===== src/rtl/systolic_seq_ctrl.sv =====
// Control sequencer for one ARRAY_DIM x ARRAY_DIM systolic tile: clear, skewed feed, flush, drain, done.
// Produces only enables, indices and strobes; no datapath passes through this block.
module systolic_seq_ctrl #(
   parameter int ARRAY_DIM = 4,
   parameter int K_WIDTH   = 8
) (
   input  logic                           clk_i,
   input  logic                           reset_n,
   input  logic                           start_i,
   input  logic [K_WIDTH-1:0]             k_len_i,
   input  logic                           stall_i,
   output logic                           ready_o,
   output logic                           pe_clear_o,
   output logic                           array_en_o,
   output logic [ARRAY_DIM-1:0]           lane_en_o,
   output logic [ARRAY_DIM*K_WIDTH-1:0]   lane_k_o,
   output logic                           drain_valid_o,
   output logic [$clog2(ARRAY_DIM)-1:0]   drain_row_o,
   output logic                           done_o
);

   localparam int CW = ((K_WIDTH + 1) > $clog2(2 * ARRAY_DIM)) ? (K_WIDTH + 1) : $clog2(2 * ARRAY_DIM);
   localparam int RW = $clog2(ARRAY_DIM);

   typedef enum logic [2:0] {
      S_IDLE,
      S_CLEAR,
      S_FEED,
      S_FLUSH,
      S_DRAIN,
      S_DONE
   } state_t;

   state_t               r_state;
   state_t               w_state_nxt;
   logic [CW-1:0]        r_cnt;
   logic [CW-1:0]        w_cnt_nxt;
   logic [K_WIDTH-1:0]   r_k;
   logic [K_WIDTH-1:0]   w_k_nxt;
   logic [CW-1:0]        w_feed_last;
   logic [CW-1:0]        w_phase_last;

   // Feed runs c = 0 .. K+ARRAY_DIM-2 so the last lane sees all K operands.
   assign w_feed_last  = CW'(r_k) + CW'(ARRAY_DIM - 2);
   assign w_phase_last = CW'(ARRAY_DIM - 1);

   always_ff @(posedge clk_i or negedge reset_n) begin
      if (!reset_n) begin
         r_state <= S_IDLE;
         r_cnt   <= '0;
         r_k     <= '0;
      end else begin
         r_state <= w_state_nxt;
         r_cnt   <= w_cnt_nxt;
         r_k     <= w_k_nxt;
      end
   end

   always_comb begin
      w_state_nxt   = r_state;
      w_cnt_nxt     = r_cnt;
      w_k_nxt       = r_k;
      ready_o       = 1'b0;
      pe_clear_o    = 1'b0;
      array_en_o    = 1'b0;
      lane_en_o     = '0;
      lane_k_o      = '0;
      drain_valid_o = 1'b0;
      drain_row_o   = '0;
      done_o        = 1'b0;
      case (r_state)
         S_IDLE: begin
            ready_o = 1'b1;
            if (start_i) begin
               w_k_nxt     = k_len_i;
               w_cnt_nxt   = '0;
               w_state_nxt = S_CLEAR;
            end
         end
         S_CLEAR: begin
            pe_clear_o  = 1'b1;
            w_cnt_nxt   = '0;
            w_state_nxt = (r_k == '0) ? S_DONE : S_FEED;
         end
         S_FEED: begin
            if (!stall_i) begin
               array_en_o = 1'b1;
               for (int unsigned i = 0; i < ARRAY_DIM; i++) begin
                  if ((r_cnt >= CW'(i)) && (r_cnt < (CW'(i) + CW'(r_k)))) begin
                     lane_en_o[i]                     = 1'b1;
                     lane_k_o[i*K_WIDTH +: K_WIDTH]   = K_WIDTH'(r_cnt - CW'(i));
                  end
               end
               if (r_cnt == w_feed_last) begin
                  w_cnt_nxt   = '0;
                  w_state_nxt = S_FLUSH;
               end else begin
                  w_cnt_nxt = r_cnt + CW'(1);
               end
            end
         end
         S_FLUSH: begin
            if (!stall_i) begin
               array_en_o = 1'b1;
               if (r_cnt == w_phase_last) begin
                  w_cnt_nxt   = '0;
                  w_state_nxt = S_DRAIN;
               end else begin
                  w_cnt_nxt = r_cnt + CW'(1);
               end
            end
         end
         S_DRAIN: begin
            if (!stall_i) begin
               drain_valid_o = 1'b1;
               drain_row_o   = r_cnt[RW-1:0];
               if (r_cnt == w_phase_last) begin
                  w_cnt_nxt   = '0;
                  w_state_nxt = S_DONE;
               end else begin
                  w_cnt_nxt = r_cnt + CW'(1);
               end
            end
         end
         S_DONE: begin
            done_o      = 1'b1;
            w_state_nxt = S_IDLE;
         end
         default: w_state_nxt = S_IDLE;
      endcase
   end

endmodule


===== config.mk =====
export PLATFORM = sky130hd
export DESIGN_NAME = systolic_seq_ctrl
export DESIGN_NICKNAME = d
export VERILOG_FILES = /design/src/rtl/systolic_seq_ctrl.sv
export SDC_FILE = /design/constraint.sdc
export NUM_CORES = 1
export LEC_CHECK = 0
export CAP_MARGIN = 5
export CELL_PAD_IN_SITES_DETAIL_PLACEMENT = 1
export CELL_PAD_IN_SITES_GLOBAL_PLACEMENT = 2
export CORE_MARGIN = 2
export CORE_UTILIZATION = 33
export DETAILED_ROUTE_END_ITERATION = 12
export PLACE_DENSITY_LB_ADDON = 0.1
export SLEW_MARGIN = 20
export SYNTH_ARGS = -nofsm -noshare
export SYNTH_HDL_FRONTEND = slang
export SYNTH_SLANG_ARGS = --single-unit

===== constraint.sdc =====
create_clock -name clk_i -period 6.3 [get_ports clk_i]
set_clock_uncertainty 0.15 [all_clocks]
set_input_delay 1.575 -clock clk_i [delete_from_list [all_inputs] [get_ports clk_i]]
set_output_delay 1.575 -clock clk_i [all_outputs]
set_load 0.02 [all_outputs]

# ---- After elaboration in Yosys (flattened, before gate mapping)
# Cells that the tools add are included.
dict set report totals {
  register_bits 20
  input_bits 12
  output_inout_bits 43
  elab_cells 80
}
dict set report op_classes {
  addsub 7
  order_cmp 8
  eq_ne 15
  n_mux 35
  n_reduce_logical 12
}
# op n
set op_table {}
lappend op_table {{32-bit 2-to-1 mux} 2}
lappend op_table {{9-bit 2-to-1 mux} 5}
lappend op_table {{9-bit one-hot mux with 4 select lines} 1}
lappend op_table {{8-bit 2-to-1 mux} 4}
lappend op_table {{9-bit less-than comparator} 3}
lappend op_table {{3-bit 2-to-1 mux} 8}
lappend op_table {{2-bit by 8-bit adder with 9-bit output (first input constant)} 2}
lappend op_table {{9-bit by 1-bit greater-or-equal comparator with 1-bit output (second input constant)} 2}
lappend op_table {{9-bit by 2-bit greater-or-equal comparator with 1-bit output (second input constant)} 2}
lappend op_table {{2-bit inequality test (second input constant)} 8}
lappend op_table {{8-bit by 2-bit subtractor with 8-bit output (second input constant)} 2}
lappend op_table {{3-bit one-hot mux with 5 select lines} 1}
lappend op_table {{1-bit 2-to-1 mux} 10}
lappend op_table {{1-bit by 8-bit adder with 9-bit output (first input constant)} 1}
lappend op_table {{9-bit by 1-bit adder with 9-bit output (second input constant)} 1}
lappend op_table {{9-bit by 2-bit equality test with 1-bit output (second input constant)} 1}
lappend op_table {{9-bit equality test} 1}
lappend op_table {{9-bit by 8-bit less-than comparator with 1-bit output} 1}
lappend op_table {{8-bit zero test} 1}
lappend op_table {{4-bit 2-to-1 mux} 2}
lappend op_table {{8-bit by 1-bit subtractor with 8-bit output (second input constant)} 1}
lappend op_table {{7-bit AND reduction} 1}
lappend op_table {{3-bit by 2-bit equality test with 1-bit output (second input constant)} 2}
lappend op_table {{3-bit equality test (second input constant)} 2}
lappend op_table {{8 further kinds} 13}

# ---- Depth between registers and ports, before layout
# Gate-level depths: netlist (run 1).
dict set report depth {
  depth_word 6
  mapped_depth 12
  depth_no_buf 11
}

# ---- Worst setup path before layout (run 1)
# No wires, ideal clock.
dict set report synth_path {
  kind {input to output}
  startpoint {in stall_i}
  endpoint {out lane_k_o[10]}
  arrival_ns 3.192
  required_ns 4.575
  path_slack_ns 1.383
  path_stages 6
  path_buffers 1
  cell_sequence {nor3b_4 -> nand2_1 -> a311o_1 -> or3_1 -> buf_2 -> nor2_1}
}
dict set report synth_via {
  elab_chain_len 2
}
# item line_no
set synth_lines {}
lappend synth_lines {{start, declared} 11} ;# input logic stall_i,
lappend synth_lines {{32-bit 2-to-1 mux} 86} ;# if (!stall_i) begin
lappend synth_lines {{32-bit 2-to-1 mux} 71} ;# case (r_state)
lappend synth_lines {{end, declared} 16} ;# output logic [ARRAY_DIM*K_WIDTH-1:0] lane_k_o,
# No other way between the ends.

# ---- Worst setup path after layout (run 1)
dict set report layout_path {
  startpoint {in stall_i}
  endpoint {out lane_k_o[12]}
}
# The elaborated chain is that of the path after synthesis.

==> results of run 1 <==
sequential cells by signal, summed over array words and instances, names as in the netlist:
signal,cells
r_state,3
r_cnt,9
r_k,8
area by class of cell:
type,instances,area [µm²]
multi-input combinational,300,2110
fill,1011,4710
clock buffer,4,55.1
sequential,20,500
tap,105,131
inverter,22,82.6
timing repair buffer,60,581
worst max-delay path, cell delays in order:
cell,delay [ns]
clkdlybuf4s50_1,0.55
nor3b_4,0.31
nand2_1,0.18
a311o_1,0.37
or3_1,0.51
nor2_1,0.17
clkdlybuf4s50_1,0.61
Yosys cell counts (4+ instances only):
cell type,count
a21oi_1,12
buf_2,8
clkbuf_1,8
xor2_1,5
nand4_1,6
and2_1,4
xnor2_1,30
inv_1,20
ha_1,46
o21ai_0,17
nor4b_1,6
nor2_1,46
dfrtp_1,20
nor3_1,16
o21ai_1,4
a22o_1,4
nand2_1,33
nand2b_1,7
nand3_1,11
nor4_1,6
nor2b_1,5
a21o_1,5
and3_1,5
per-stage QoR:
step           std cells  instance area (µm²)  power (mW)  setup WS (ns)  hold WS [ns]
2_1_floorplan        359                 2770        1.20           1.38         0.434
3_3_place_gp         507                 3410        1.67          0.365         0.522
3_5_place_dp         507                 3410        1.69          0.314         0.524
4_1_cts              511                 3470        1.81          0.289         0.544
5_1_grt              511                 3460        1.98          0.135         0.616
6_report             511                 3460        1.78          0.301         0.551
power breakdown:
| part | leakage (nW) | internal (mW) | switching, mW |
|---|---|---|---|
| clock network | 0.0288 | 0.0556 | 0.0445 |
| registers | 0.253 | 0.174 | 0.133 |
| logic | 1.19 | 0.608 | 0.767 |
how the worst min path moves through the flow:
stage | from | end | depth (start not counted)
after floorplan | r_state[0] | r_cnt[2] | 3
after global placement | r_cnt[1] | r_cnt[1] | 2
after detailed placement | r_cnt[1] | r_cnt[1] | 2
after CTS | r_cnt[1] | r_cnt[1] | 2
after global routing | r_cnt[2] | r_cnt[2] | 3
final | r_cnt[1] | r_cnt[1] | 2
per-layer routing:
metal  part of all wire  vias to the layer above
li1                   -                     1350
met1               0.50                     1297
met2               0.46                       51
met3              0.029                        2
met4             0.0045                        0
met5                  0                        -
cells by family (layout without fill, tap and decap cells):
logic type      Yosys count  after routing
simple gates            156            156
flops                    20             20
xor+xnor                 35             35
compound gates           61             61
fa+ha+maj                46             46
buf+inv                  39             86
mux                       2              2
==> impl_metrics.ini, run 1 <==
[detailed_routing]
wl_per_cell_um = 17.4
vias_per_cell = 5.28
drt-initial-drc-count = 71
drc_errors = 0
wl_mm = 8.88
postRouteAntennaNets = 0
vias = 2700
firstDrtPassIters = 4

[synthesis]
synth_top_family_by_area = simple AND/OR/NAND/NOR gates
synth.net_count = 417
synthAdderAreaFrac = 0.208
synth_seq_cells = 20
synth_compound_area_frac = 0.145
syn_area_um2 = 2770
synth_edf_count = 0
synthMuxAreaShare = 0.00769
synthFlopType = dfrtp_1
synth_top_cell_by_area = ha_1
synth_cell_types = 52
ys_seq_area_frac = 0.181
yosysWarnings = 0
synth_area_leaders = ha_1 21%, dfrtp_1 18%, xnor2_1 9.5%
synthCells = 359
syn_area_per_cell_um2 = 7.71
yosys.area_share.xor_xnor = 0.111
async_flop_share = 1.00
yosys.area_share.simple = 0.291
synth.top_cell.area_share = 0.208

[clocking]
htreeDepth = 1
hold_buffers = 0
clk_path_buf_depth = 2
cts_tree = done
cts_setup_buffers = 0
worstSkewPairLatency_ns = 0.26
cts.reportedPaths.clkPinSlew_ns = 0.08
cts-buffers-inserted = 3
cts_sinks = 20
root_buffer = clkbuf_8
cts_resized = 0

[global_routing]
grt_util_met2 = 0.351
met3_usage = 0.0142
grt_start_max_net_pins = 21
use_met1 = 0.297
antenna_found_initial = 0
grt_pass1_vias = 2769
grt_pass1_wl_mm = 14.8
busiest_layer = met2
grt_util_all_layers = 0.209
grt-ovfl-total = 0

[outcome]
status = complete, no violations

[setup_path]
r2r_start = r_k[2]
reg2reg_to = r_cnt[0]
worstSetupStartpointType = input port
worstRegToRegCells = 11
path_max_fanout = 8
crit_end = lane_k_o[12]
required_ns = 4.58
cp-end-kind = primary output
crit_path_start = stall_i
critical_path_class = in -> out
critPathArrivalTime_ns = 4.27
r2r_slack_ns = 2.34

[floorplan]
die_area_um2 = 9140
core_um2 = 8180
die_h_um = 95.6
start_util = 0.339
num_rows = 33
die_x_um = 95.6
ios = 55

[cells_and_area]
fin_nets = 465
final_common_cell = clkdlybuf4s50_1
drive_gt1_frac = 0.0468
diodes = 0
area_growth_pct = 25.0
final_util = 0.423
final_cell_mix = 53 x clkdlybuf4s50_1, 46 x nor2_1, 46 x ha_1

[min_path]
min-delay-path-class = reg -> reg

[placement]
gp_congestion = 0.821
dp_hpwl_mm = 6.87
io_buffer_count = 54

[pwr]
p_leak_nw = 1.47
peakVddDrop_mv = 0.181
p_per_area_nw_per_um2 = 515

[flow_run]
cap_violations = 0

[timing]
hold_viol = 0
fin_crit_sh = 0.952
setup_tns_ns = 0
finalCriticalPeriod_ns = 6.00
setup_viol_count_final = 0
slew-limit-headroom = 0.434
worst_pin_slew_ns = 0.847
slew_violations = 0
fmax_ghz = 0.167
rsz0062_at_grt = no
(Power assumes the default switching activity.)
==> run 2, diff against run 1 <==
--- a/config.mk
+++ b/config.mk
@@ -11,7 +11,7 @@
 export CORE_MARGIN = 2
 export CORE_UTILIZATION = 33
 export DETAILED_ROUTE_END_ITERATION = 12
-export PLACE_DENSITY_LB_ADDON = 0.1
+export PLACE_DENSITY = 0.9
 export SLEW_MARGIN = 20
 export SYNTH_ARGS = -nofsm -noshare
 export SYNTH_HDL_FRONTEND = slang
==> run 2 against run 1 <==
Against the previous run: final cell count is 0.78% lower; core utilization shrank 0.38 points; cell area shrank 0.90%; worst setup slack got worse by 0.037 ns; critical endpoint is now lane_k_o[14]; highest routed layer unchanged.
==> impl_metrics.ini, run 2 (synthesis results as in run 1) <==
[cells_and_area]
largest_register_ffs = 9
top_register = r_cnt
diodes = 0
final_common_cell = clkdlybuf4s50_1
drive_gt1_frac = 0.0348
fin_nets = 462
area_growth_pct = 23.9
final_cell_mix = 54 x clkdlybuf4s50_1, 46 x nor2_1, 46 x ha_1
top_regs = r_cnt (9), r_k (8), r_state (3)
design_area_um2 = 3430

[detailed_routing]
firstDrtPassIters = 4
vias_per_cell = 5.38
wl_per_cell_um = 16.9
vias = 2728
postRouteAntennaNets = 0
drt-initial-drc-count = 119
drc_errors = 0
wl_mm = 8.56

[pwr]
power_frac_comb = 0.760
p_per_area_nw_per_um2 = 511
netSwitchingFraction = 0.538
pwr-share-seq = 0.192
clkPwrFrac = 0.048
peakVddDrop_mv = 0.183
p_leak_nw = 1.45
switchingPower_mw = 0.943
p_int_mw = 0.811

[clocking]
cts-buffers-inserted = 3
hold_buffers = 0
cts.reportedPaths.clkPinSlew_ns = 0.07
cts_resized = 0
cts_sinks = 20
cts_setup_buffers = 0
cts_tree = done
root_buffer = clkbuf_8
htreeDepth = 1
worstSkewPairLatency_ns = 0.25
clk_path_buf_depth = 2

[timing]
slew-limit-headroom = 0.344
rsz0062_at_grt = no
fmax_ghz = 0.166
finalCriticalPeriod_ns = 6.04
slew_violations = 0
worst_pin_slew_ns = 0.980
hold_viol = 0
setup_viol_count_final = 0
fin_crit_sh = 0.958
setup_tns_ns = 0

[min_path]
min-delay-path-class = reg -> reg

[floorplan]
start_util = 0.339
ios = 55
core_um2 = 8180
die_h_um = 95.6
die_x_um = 95.6
die_area_um2 = 9140
num_rows = 33

[setup_path]
required_ns = 4.58
cp-end-kind = primary output
critical_path_class = in -> out
path_max_fanout = 8
critPathArrivalTime_ns = 4.31
worstSetupStartpointType = input port

[global_routing]
grt_util_met2 = 0.344
met3_usage = 0.0126
grt_start_max_net_pins = 21
busiest_layer = met2
grt_pass1_wl_mm = 14.0
grt_pass1_vias = 2804
antenna_found_initial = 0
use_met1 = 0.261
grt_util_all_layers = 0.194
grt-ovfl-total = 0

[outcome]
status = complete, no violations

[placement]
gp_congestion = 0.824
dp_hpwl_mm = 6.69
io_buffer_count = 54
dpl_cell_area_um2 = 3390

[flow_run]
cap_violations = 0
[run 2: cell types whose count changed in the layout (fill, tap and decap cells not counted)]
cell             previous run  this run
buf_2                       1         0
clkbuf_8                    4         3
buf_4                       6         3
clkdlybuf4s50_1            53        54
[run 2: final timing paths]
| kind | start | end | slack (ns) | cells after the start |
|---|---|---|---|---|
| max in group asynchronous | reset_n | r_state[1] | 3.73 | 1 |
| max | stall_i | lane_k_o[14] | 0.26 | 7 |
| max reg2reg | r_k[4] | r_cnt[0] | 1.94 | 10 |
| min in group asynchronous | reset_n | r_cnt[5] | 1.69 | 1 |
| min | r_k[7] | r_k[7] | 0.57 | 2 |
| min reg2reg | r_k[7] | r_k[7] | 0.57 | 2 |
[run 2: power by group through the flow]
| stage | clock network (mW) | registers (mW) | logic [mW] |
|---|---|---|---|
| after global placement | 0 | 0.335 | 1.30 |
| after CTS | 0.0868 | 0.334 | 1.34 |
| after global routing | 0.0915 | 0.349 | 1.48 |
| after detailed placement | 0 | 0.336 | 1.34 |
| final | 0.0847 | 0.337 | 1.33 |
| after floorplan | 0 | 0.232 | 0.970 |
[run 2: worst max-delay path, cell delays in order]
cell,delay [ns]
clkdlybuf4s50_1,0.55
nor3b_4,0.33
nand2_1,0.20
a311o_1,0.38
or3_1,0.50
nor2_1,0.16
clkdlybuf4s50_1,0.61
[run 2: cell type report]
type | count | area, µm²
clock buffers | 3 | 41.3
fillers | 1033 | 4750
inverters | 22 | 82.6
multi-input cells | 300 | 2110
flip-flops and latches | 20 | 500
well taps | 105 | 131
repair buffers | 57 | 563
[run 2: routing by layer]
metal  wire length, µm  vias to the layer above
li1                  -                     1348
met1              4020                     1336
met2              4260                       40
met3               225                        4
met4                51                        0
met5                 0                        -
[run 2: metrics by stage]
| step | power (mW) | cells | hold slack (ns) | setup WS [ns] | util |
|---|---|---|---|---|---|
| 2_1_floorplan | 1.20 | 359 | 0.434 | 1.38 | - |
| 3_3_place_gp | 1.64 | 504 | 0.561 | 0.383 | 0.414 |
| 3_5_place_dp | 1.67 | 504 | 0.556 | 0.286 | 0.414 |
| 4_1_cts | 1.76 | 507 | 0.568 | 0.275 | 0.419 |
| 5_1_grt | 1.92 | 507 | 0.625 | 0.118 | 0.419 |
| 6_report | 1.75 | 507 | 0.572 | 0.264 | 0.419 |
==> run 3, diff against run 2 <==
--- a/config.mk
+++ b/config.mk
@@ -5,7 +5,6 @@
 export SDC_FILE = /design/constraint.sdc
 export NUM_CORES = 1
 export LEC_CHECK = 0
-export CAP_MARGIN = 5
 export CELL_PAD_IN_SITES_DETAIL_PLACEMENT = 1
 export CELL_PAD_IN_SITES_GLOBAL_PLACEMENT = 2
 export CORE_MARGIN = 2
==> constraint.sdc (replaced) <==
create_clock -name clk_i -period 7.1 [get_ports clk_i]
set_clock_uncertainty 0.15 [all_clocks]
set_input_delay 1.775 -clock clk_i [delete_from_list [all_inputs] [get_ports clk_i]]
set_output_delay 1.775 -clock clk_i [all_outputs]
set_load 0.02 [all_outputs]
==> run 3 against run 2 <==
Against the previous run: worst setup slack gained 0.16 ns; wire length down 0.16%; total power fell by 11%; non-clock buffer count decreased by 2; worst hold slack got worse by 0.015 ns; via count increased by 1.5%; clock power is 5.7% higher; clock-buffer cell count grew 1; sequential cell count did not move; die area stayed put; critical path depth unchanged; critical endpoint is now lane_k_o[15]; largest power group unchanged.
==> impl_metrics.ini, run 3 (synthesis results as in run 1) <==
[outcome]
status = complete, no violations

[cells_and_area]
largest_register_ffs = 9
diodes = 0
top_regs = r_cnt (9), r_k (8), r_state (3)
final_cell_mix = 54 x clkdlybuf4s50_1, 46 x nor2_1, 46 x ha_1
area_growth_pct = 23.9
drive_gt1_frac = 0.0324
fin_nets = 460
nFillCells = 1027
final_common_cell = clkdlybuf4s50_1
top_register = r_cnt
final_cells = 506

[placement]
io_buffer_count = 54
dp_hpwl_mm = 6.75
placed_cells = 502
gp_congestion = 0.842

[clocking]
cts_tree = done
htreeDepth = 1
clk_path_buf_depth = 2
cts.reportedPaths.clkPinSlew_ns = 0.08
root_buffer = clkbuf_8
hold_buffers = 0
cts_setup_buffers = 0
cts_sinks = 20
worstSkewPairLatency_ns = 0.26
cts-buffers-inserted = 3
cts_resized = 0

[timing]
worst_pin_slew_ns = 0.948
fmax_ghz = 0.150
finalCriticalPeriod_ns = 6.67
hold_viol = 0
setup_viol_count_final = 0
rsz0062_at_grt = no
setup_tns_ns = 0
slew-limit-headroom = 0.365
fin_crit_sh = 0.940
slew_violations = 0

[pwr]
p_leak_nw = 1.45
peakVddDrop_mv = 0.149
p_per_area_nw_per_um2 = 454

[detailed_routing]
wl_mm = 8.55
drc_errors = 0
wl_per_cell_um = 16.9
vias = 2768
vias_per_cell = 5.47
firstDrtPassIters = 4
drt-initial-drc-count = 94
postRouteAntennaNets = 0

[global_routing]
grt_start_max_net_pins = 21
antenna_found_initial = 0
busiest_layer = met2
grt_util_all_layers = 0.195
grt_pass1_wl_mm = 13.9
met3_usage = 0.0182
use_met1 = 0.247
grt_util_met2 = 0.351
grt-ovfl-total = 0
grt_pass1_vias = 2825

[setup_path]
r2r_slack_ns = 2.61
critical_path_class = in -> out
crit_end = lane_k_o[15]
reg2reg_to = r_cnt[0]
cpMaxStageDelayCell = clkdlybuf4s50_1
cp-end-kind = primary output
worstPathCellList = clkdlybuf4s50_1 -> nor3b_4 -> nand2_1 -> a311o_1 -> or3_1 -> nor2_1 -> clkdlybuf4s50_1
cp_slowest_stage_delay_ns = 0.61
crit_top_cell = clkdlybuf4s50_1
crit_path_start = stall_i
worstRegToRegCells = 10
r2r_start = r_k[3]
critPathArrivalTime_ns = 4.75
required_ns = 5.18
path_max_fanout = 12
worstSetupStartpointType = input port

[floorplan]
die_area_um2 = 9140
start_util = 0.339
die_h_um = 95.6
core_um2 = 8180
num_rows = 33
ios = 55
die_x_um = 95.6

[min_path]
min-delay-path-class = reg -> reg
hold_start = r_k[7]

[flow_run]
cap_violations = 0
-- run 3: changes by cell type in the layout (fill, tap and decap cells not counted), sizes merged --
cell / previous run / this run
clkbuf: 3 / 4
buf: 3 / 1
-- run 3: metal layers --
| metal | wire (µm) | part of all wire | vias to the layer above |
|---|---|---|---|
| li1 | - | - | 1344 |
| met1 | 3960 | 0.46 | 1375 |
| met2 | 4250 | 0.50 | 43 |
| met3 | 249 | 0.029 | 6 |
| met4 | 84 | 0.0098 | 0 |
| met5 | 0 | 0 | - |
-- run 3: how the worst min path moves through the flow --
stage / to / cells after the start
after global routing: r_k[7] / 2
after global placement: r_k[7] / 2
after floorplan: r_cnt[2] / 3
after detailed placement: r_k[7] / 2
final: r_k[7] / 2
after CTS: r_k[7] / 2
-- run 3: area by class of cell --
cell class	instances	area, µm²	area share
Sequential cell	20	500	0.146
Multi-Input combinational cell	300	2110	0.616
Clock buffer	4	55.1	0.0161
Timing Repair Buffer	55	548	0.160
Tap cell	105	131	0.0383
Inverter	22	82.6	0.0241
-- run 3: stage by stage --
step                total power, mW  hold slack (ns)  setup WS (ns)  area [µm²]   util
floorplan                      1.07            0.434           1.78        2770      -
global placement               1.44            0.548          0.589        3370  0.413
detailed placement             1.48            0.548          0.442        3370  0.413
CTS                            1.57            0.564          0.425        3430  0.419
global route                   1.71            0.586          0.247        3430  0.419
finish                         1.55            0.557          0.427        3430  0.419
-- run 3: power breakdown --
part           internal, mW  leakage [nW]  switching (mW)  total (mW)
sequential            0.154         0.253           0.142       0.296
combinational         0.521          1.17           0.649        1.17
clock                0.0494        0.0288          0.0401      0.0895
-- run 3: critical path: cells and delay by family --
family	cells	cell delay, ns
AOI/OAI and AO/OA	1	0.45
and+or+nand+nor	4	1.35
buffers and inverters	2	1.17
==> RTL edit: new RTL, settings of run 1 <==
Reset style: synchronous (`reset_n`), changed in one clocked block.
--- a/src/rtl/systolic_seq_ctrl.sv
+++ b/src/rtl/systolic_seq_ctrl.sv
@@ -44,7 +44,7 @@
    assign w_feed_last  = CW'(r_k) + CW'(ARRAY_DIM - 2);
    assign w_phase_last = CW'(ARRAY_DIM - 1);
 
-   always_ff @(posedge clk_i or negedge reset_n) begin
+   always_ff @(posedge clk_i) begin
       if (!reset_n) begin
          r_state <= S_IDLE;
          r_cnt   <= '0;
Check against the original RTL: differs if reset_n is asserted again (counterexample within 4 cycles, from zero or initial values and one cycle with reset_n low); with reset_n held inactive, the same outputs for 10 cycles.
==> RTL edit against run 1 <==
Wire length grew 1.8%. Worst setup slack improved by 0.23 ns. Die area is 0.91% higher. Sequential cell count is the same. Non-clock buffer count down 2. Hold slack got worse by 0.22 ns. Synthesized area is 0.95% higher. Final area increased by 0.11%. Sequential share of layout area fell by 2.9 points. Critical path type is now register to output pin. Critical endpoint is now lane_k_o[9].
Power is not compared: it rests on default switching activity, and its combinational part moved more than twofold at a synthesized area within 25%.
==> RTL edit: results (changes against run 1) <==
Outcome
  – Status: completed

Synth
  – Complex-gate fraction of the synthesized area: 14.7% (+0.18 points)
  – Mux cell area share after synthesis: 1.43% (+0.66 points)
  – Register area share after synthesis: 14.3% (-3.8 points)
  – List of most frequent post-synthesis cells: nand2_1, ha_1, nor2_1, xnor2_1, dfxtp_1
  – Area contributors post-synth: ha_1, dfxtp_1, xnor2_1
  – Ys flop type: dfxtp_1
  – Netlist cell types: 55 (+5.8%)

Placement
  – DP HPWL: 7040 µm (+2.4%)
  – Setup WS pre-CTS: 0.545 ns (+0.232 ns)
  – Cell Area, Placed: 3410 µm² (about the same)
  – Final GP Congestion: 0.808 (-1.7%)

Worst setup path
  – Critical Path AT: 4.04 ns (-0.23 ns)
  – Worst Path Max Fanout: 9 (+1)
  – R2R Path End: r_cnt[5]
  – Reg2Reg Launch Point: r_k[4]
  – Reg2reg setup slack: 2.98 ns (+0.64 ns)

Drt
  – Iteration count of the initial detailed-routing pass: 5 (+1)
  – Detailed Route WL: 9040 µm (+1.8%)
  – Initial DRC count: 97 (+37%)
  – Via count: 2847 (+5.4%)
  – Vias per cell: 5.36 (+1.5%)

GRT
  – GRT Overall Usage: 20.1% (-0.85 points)

Final layout
  – NumNets Final: 485 (+4.3%)
  – Share of cells above drive strength 1: 3.99% (-0.69 points)

STA
  – Worst rel slew slack: 43.9% (+0.44 points)

Hold path
  – Hold wc startpoint: r_k[6]
RTL edit: metal layers:
metal,global-route usage [%],part of all wire (%)
met1,28.1,49
met2,33.9,47
met3,0.940,2.8
met4,4.64,1.1
met5,0,0
RTL edit: critical path, stage by stage (launching register included):
cell and delay [ns]:
dfxtp_1 0.53, inv_1 0.23, nor3_1 0.35, and3_1 0.25, nand2_1 0.08, xnor2_1 0.14
ha_1 0.31, a21o_1 0.18, a2111oi_0 0.44, o211a_1 0.38, nor3b_1 0.23, clkdlybuf4s50_1 0.66
RTL edit: area by class of cell:
cell class | count | area (µm²)
clock buffers | 4 | 55.1
repair buffers | 58 | 571
flip-flops and latches | 20 | 400
well taps | 105 | 131
inverters | 15 | 56.3
multi-input cells | 329 | 2250
fillers | 1056 | 4750
RTL edit: power by group through the flow:
| stage | Sequential [µW] | Combinational [µW] | Clock, µW |
|---|---|---|---|
| final | 220 | 535 | 98.5 |
| after global routing | 228 | 597 | 108 |
| after CTS | 220 | 544 | 103 |
| after detailed placement | 223 | 538 | 0 |
| after global placement | 222 | 526 | 0 |
| after floorplan | 174 | 425 | 0 |
RTL edit: stage by stage:
stage	util [%]	hold WS (ns)
2_1_floorplan	-	0.303
3_3_place_gp	41.5	0.321
3_5_place_dp	41.5	0.328
4_1_cts	42.2	0.338
5_1_grt	42.2	0.380
6_report	42.2	0.336
RTL edit: worst max path at each step:
stage | start | end | slack, ns
floorplan | stall_i | lane_k_o[3] | 1.30
detailed placement | stall_i | lane_k_o[23] | 0.55
global placement | stall_i | lane_k_o[23] | 0.62
CTS | r_k[4] | lane_k_o[9] | 0.53
global route | r_k[4] | lane_k_o[9] | 0.22
finish | r_k[4] | lane_k_o[9] | 0.53
